### src/rtl/dct_stream_dma.sv
// Memory-to-core streaming engine: SRAM -> DCT core input, DCT core output -> SRAM.
// Latency: first word on m_data two cycles after start; writes are combinational from the s-handshake.
// Backpressure: reads are credit-limited by buffer space, m_ready stalls the buffer head, s_ready drops once the run is written.
module dct_stream_dma #(
   parameter int ADDR_W    = 15,
   parameter int IN_W      = 64,
   parameter int OUT_W     = 96,
   parameter int BUF_DEPTH = 4
) (
   input  logic              clk,
   input  logic              reset,
   input  logic              start,
   input  logic [ADDR_W-1:0] rd_base,
   input  logic [ADDR_W-1:0] wr_base,
   input  logic [ADDR_W:0]   num_words,
   output logic              rd_en,
   output logic [ADDR_W-1:0] rd_addr,
   input  logic [IN_W-1:0]   rd_data,
   output logic [IN_W-1:0]   m_data,
   output logic              m_valid,
   input  logic              m_ready,
   input  logic [OUT_W-1:0]  s_data,
   input  logic              s_valid,
   output logic              s_ready,
   output logic              wr_en,
   output logic [ADDR_W-1:0] wr_addr,
   output logic [OUT_W-1:0]  wr_data,
   output logic              busy,
   output logic              done,
   output logic [31:0]       cycle_count
);

   localparam int PW = $clog2(BUF_DEPTH);
   localparam int CW = PW + 1;

   typedef enum logic [1:0] {IDLE, RUN, DRAIN, DONE} state_t;

   state_t            state;
   state_t            state_nxt;
   logic [ADDR_W-1:0] rd_base_q;
   logic [ADDR_W-1:0] wr_base_q;
   logic [ADDR_W:0]   len;
   logic [ADDR_W:0]   rd_cnt;
   logic [ADDR_W:0]   wr_cnt;
   logic [31:0]       cyc;
   logic              rd_pend;

   logic [IN_W-1:0]   buf_mem [BUF_DEPTH];
   logic [PW-1:0]     wptr;
   logic [PW-1:0]     rptr;
   logic [CW-1:0]     occ;

   logic              active;
   logic              start_ok;
   logic [ADDR_W:0]   len_clamped;
   logic              push;
   logic              pop;
   logic              last_rd;
   logic              last_wr;
   logic              flush;

   // Control decode shared by the FSM and datapath
   always_comb begin
      active      = (state == RUN) || (state == DRAIN);
      start_ok    = start && ((state == IDLE) || (state == DONE));
      // Only 2^ADDR_W itself has the top bit set among legal lengths, so any
      // value with the top bit set collapses to exactly 2^ADDR_W.
      len_clamped = num_words[ADDR_W] ? {1'b1, {ADDR_W{1'b0}}} : num_words;
      push        = rd_pend && active;
      pop         = m_valid && m_ready;
      last_rd     = rd_en && ((rd_cnt + 1'b1) == len);
      last_wr     = wr_en && ((wr_cnt + 1'b1) == len);
      flush       = (state_nxt != RUN) && (state_nxt != DRAIN);
   end

   // State register
   always_ff @(posedge clk or posedge reset) begin
      if (reset) state <= IDLE;
      else       state <= state_nxt;
   end

   // Next-state logic; the final write wins over the final read in the same cycle
   always_comb begin
      state_nxt = state;
      case (state)
         IDLE, DONE: if (start_ok) state_nxt = (len_clamped == '0) ? DONE : RUN;
         RUN: begin
            if (last_wr)      state_nxt = DONE;
            else if (last_rd) state_nxt = DRAIN;
         end
         DRAIN: if (last_wr) state_nxt = DONE;
         default: state_nxt = IDLE;
      endcase
   end

   // Output logic: read credit, handshakes and write-through strobe
   always_comb begin
      busy        = active;
      done        = (state == DONE);
      rd_en       = (state == RUN) && (rd_cnt < len) &&
                    (({1'b0, occ} + (CW+1)'(rd_pend)) < (CW+1)'(BUF_DEPTH));
      rd_addr     = rd_base_q + rd_cnt[ADDR_W-1:0];
      m_valid     = (occ != '0);
      m_data      = m_valid ? buf_mem[rptr] : '0;
      s_ready     = active && (wr_cnt < len);
      wr_en       = s_valid && s_ready;
      wr_addr     = wr_base_q + wr_cnt[ADDR_W-1:0];
      wr_data     = s_data;
      cycle_count = cyc;
   end

   // Run parameters, progress counters and saturating cycle counter
   always_ff @(posedge clk or posedge reset) begin
      if (reset) begin
         rd_base_q <= '0;
         wr_base_q <= '0;
         len       <= '0;
         rd_cnt    <= '0;
         wr_cnt    <= '0;
         cyc       <= '0;
      end else if (start_ok) begin
         rd_base_q <= rd_base;
         wr_base_q <= wr_base;
         len       <= len_clamped;
         rd_cnt    <= '0;
         wr_cnt    <= '0;
         cyc       <= '0;
      end else begin
         if (rd_en) rd_cnt <= rd_cnt + 1'b1;
         if (wr_en) wr_cnt <= wr_cnt + 1'b1;
         if (active && (cyc != 32'hFFFF_FFFF)) cyc <= cyc + 1'b1;
      end
   end

   // Marks the cycle in which the SRAM returns data for last cycle's read
   always_ff @(posedge clk or posedge reset) begin
      if (reset) rd_pend <= 1'b0;
      else       rd_pend <= rd_en;
   end

   // Buffer pointers and occupancy; emptied whenever the run is not continuing
   always_ff @(posedge clk or posedge reset) begin
      if (reset) begin
         wptr <= '0;
         rptr <= '0;
         occ  <= '0;
      end else if (flush) begin
         wptr <= '0;
         rptr <= '0;
         occ  <= '0;
      end else begin
         if (push) wptr <= wptr + 1'b1;
         if (pop)  rptr <= rptr + 1'b1;
         case ({push, pop})
            2'b10:   occ <= occ + 1'b1;
            2'b01:   occ <= occ - 1'b1;
            default: occ <= occ;
         endcase
      end
   end

   // Buffer storage; contents are only observed through the occupancy-gated head
   always_ff @(posedge clk) begin
      if (push) buf_mem[wptr] <= rd_data;
   end

endmodule

### config.mk
export PLATFORM = sky130hd
export DESIGN_NAME = dct_stream_dma
export DESIGN_NICKNAME = d
export VERILOG_FILES = /design/src/rtl/dct_stream_dma.sv
export SDC_FILE = /design/constraint.sdc
export NUM_CORES = 1
export LEC_CHECK = 0
export ABC_AREA = 1
export CAP_MARGIN = 20
export CORE_MARGIN = 2
export CORE_UTILIZATION = 51
export DETAILED_ROUTE_END_ITERATION = 16
export PLACE_DENSITY = 0.81
export SYNTH_ARGS = -nofsm -noshare
export SYNTH_HDL_FRONTEND = slang
export SYNTH_SLANG_ARGS = --single-unit
### constraint.sdc
create_clock -name clk -period 5.4 [get_ports clk]
set_input_delay 0.81 -clock clk [delete_from_list [all_inputs] [get_ports clk]]
set_output_delay 0.81 -clock clk [all_outputs]
set_load 0.005 [all_outputs]
==> run_results.csv <==
group,metric,value,unit
clocking,cts_setup_buffers,0,
cells_and_area,fin_util,0.615,
critical_path,slowest_delay,0.51,ns
critical_path,r2r_start,"len[1]$_DFFE_PP0P_",
grt,grtUsageMet1,0.315,
sta,worst_pin_slew,1.08,ns
place,dp.cells,2582,
routing,routedWlPerCell,20.2,µm
place,portBuffers,246,
sta,fin_worst_skew,0.0379,ns
grt,grt_overflow_total,0,
place,hpwl,36800,µm
routing,route.detailed.drc,0,
cells_and_area,drive_gt1_frac,0.0498,
critical_path,reg2reg_depth,14,
critical_path,r2r_setup_slack,2.01,ns
hold_path,min_path_cells,2,
yosys,ys_seq_elements,376,
critical_path,critical_path_required,4.59,ns
critical_path,cpMaxStageDelayCell,"clkdlybuf4s50_1",
place,gp_congestion,0.945,
flow_run,cap_violations,0,
grt,grt_pass1_wl,80700,µm
yosys,synth.cell_area,19000,µm²
cells_and_area,fin_cells,2657,
sta,relSlewSlack,0.278,
hold_path,min_to,"rd_base_q[4]$_DFFE_PP0P_",
critical_path,critPathMaxFanout,4,
clocking,cts_tree,"built",
pwr,power.leakage,8.95,nW
yosys,syn_avg_cell_area,9.42,µm²
floorplan,die_area,38800,µm²
grt,gr-max-usage-layer,"met2",
floorplan,die_h,197,µm
routing,vias,14938,
critical_path,startpoint_type,"flop",
grt,first_global_vias,14656,
sta,rsz0062_at_grt,"no",
sta,fin_crit_sh,0.783,
yosys,synth_edf_count,256,
clocking,cts.sinks,376,
routing,routed_wl,53600,µm
routing,dr.pass1.iters,7,
grt,grt_max_degree,102,
routing,ant_nets,0,
clocking,clk_pin_slew,0.06,ns
cells_and_area,area_growth,18.6,%
clocking,cts_root_buffer,"clkbuf_16",
grt,grt_antenna_before_repair,3,
sta,tns,0,ns
grt,grt_usage,0.270,
pwr,power.density,464,nW/µm²
floorplan,die_x,197,µm
pwr,ir_worst_vdd,0.000315,V
yosys,synth_flop_cell,"edfxtp_1",
critical_path,crit_type,"flop to output port",
yosys,syn_inst,2013,
clocking,cts_hold_buffers,0,
routing,viasPerCell,5.62,
clocking,clk_latency,0.57,ns
clocking,cts-resized-gates,0,
floorplan,num_rows,70,
sta,setup_violations,0,
cells_and_area,layout_common_cells,"nor2_1 (366), nand2_1 (327), edfxtp_1 (256)",
critical_path,crit_path_start,"rd_cnt[0]$_DFFE_PP0P_",
grt,use_met3,0.115,
floorplan,io_pins,439,
clocking,numCtsBuffers,41,
critical_path,cp.arrival,3.42,ns
yosys,ys_warn_count,0,
floorplan,initial_core_util,0.518,
clocking,htree_levels,2,
sta,timing.fmax,0.237,GHz
floorplan,core-area,36600,µm²
grt,grt_util_met2,0.444,
yosys,synth_nets,2297,
cells_and_area,mostFrequentLayoutCell,"nor2_1",
yosys,yosysUniqueCellTypes,44,
outcome,outcome,"complete, no violations",
clocking,cts_buffer_depth,3,
critical_path,end_kind,"output port",
yosys,async_flop_share,0.319,
hold_path,min-delay-start,"rd_base_q[4]$_DFFE_PP0P_",
sta,period_minus_slack,4.23,ns
yosys,synth_seq_area_share,0.563,
cells_and_area,final_nets,2441,
sta,slew_viol_final,0,
sta,hold_viol,0,
critical_path,cp_cell_sequence,"ha_1 > inv_1 > fa_1 > nand3b_1 > and2_1 > o221ai_1 > a21o_1 > a21oi_1 > o21ai_0 > xor2_1 > clkdlybuf4s50_1",
routing,drtIter0Drc,1104,
hold_path,hold_class,"flop to flop",
critical_path,r2r-end,"wr_cnt[14]$_DFFE_PP0P_",
## final cells by class
class	count	area [µm²]
Fill cell	2896	14100
Sequential cell	376	10700
Multi-Input combinational cell	1336	6830
Timing Repair Buffer	264	2610
Clock buffer	53	1090
Tap cell	468	586
Inverter	138	520
Clock inverter	20	164
Antenna cell	2	5.00
## registers in the layout, summed over array words and instances (netlist names), 3 cells and up
name         flops
occ              3
len             16
rd_base_q       15
wr_cnt          16
wr_base_q       15
buf_mem        256
cycle_count     32
rd_cnt          16
## how the worst max path moves through the flow
stage / endpoint / slack (ns) / depth (start not counted)
after floorplan: buf_mem[0][0]$_DFFE_PP_ / 1.15 / 5
after global placement: wr_addr[12] / 1.86 / 11
after detailed placement: wr_addr[12] / 1.81 / 11
after CTS: rd_addr[12] / 1.17 / 11
after global routing: wr_addr[12] / 1.01 / 11
final: rd_addr[12] / 1.17 / 11
## per-layer routing
| layer | vias up | share of wire |
|---|---|---|
| li1 | 6996 | - |
| met4 | 2 | 0.031 |
| met5 | - | 0.00030 |
| met1 | 7077 | 0.37 |
| met3 | 122 | 0.13 |
| met2 | 741 | 0.47 |
## kinds of logic after synthesis
| group | after synthesis | share of synthesized area |
|---|---|---|
| xor+xnor | 45 | 0.0230 |
| mux | 2 | 0.00112 |
| flops | 376 | 0.563 |
| buf+inv | 301 | 0.0785 |
| fa+ha+maj | 73 | 0.0493 |
| compound gates | 358 | 0.0993 |
| simple gates | 858 | 0.185 |
## stage by stage
stage	total power, mW	worst slack (ns)	hold WS (ns)	cell area [µm²]
after floorplan	5.99	1.15	0.455	19000
after global placement	7.72	1.86	0.468	21200
after detailed placement	7.82	1.81	0.476	21200
after CTS	10.5	1.17	0.493	22500
after global routing	11.0	1.01	0.522	22500
final	10.4	1.17	0.494	22500
## power breakdown
group | switching [mW] | internal [mW] | total, mW | leakage [nW]
Combinational | 2.27 | 1.65 | 3.92 | 4.44
Clock | 1.16 | 1.49 | 2.65 | 0.601
Sequential | 0.299 | 3.58 | 3.88 | 3.91
## worst max-delay path, delay by kind of cell, from the launching register on
| family | cells | cell delay (ns) |
|---|---|---|
| AOI/OAI and AO/OA | 4 | 0.71 |
| xor gates and xnor gates | 1 | 0.18 |
| adders and majority gates | 2 | 0.60 |
| buffers and inverters | 2 | 0.57 |
| DFF | 1 | 0.41 |
| and+or+nand+nor | 2 | 0.37 |
## Yosys cell counts (6+ instances only)
library cell,count,share of area
a21oi_1,122,0.032
buf_1,23,0.0046
buf_4,96,0.038
clkbuf_1,44,0.0087
dfrtp_1,120,0.16
edfxtp_1,256,0.41
ha_1,70,0.046
inv_1,134,0.027
nand2_1,328,0.065
nand2_2,6,0.0020
nand3_1,89,0.023
nand4_1,21,0.0069
nor2_1,370,0.073
nor3_1,18,0.0047
o21ai_0,185,0.049
o22ai_1,27,0.0089
xnor2_1,10,0.0046
xor2_1,32,0.015
(Power assumes the default switching activity.)
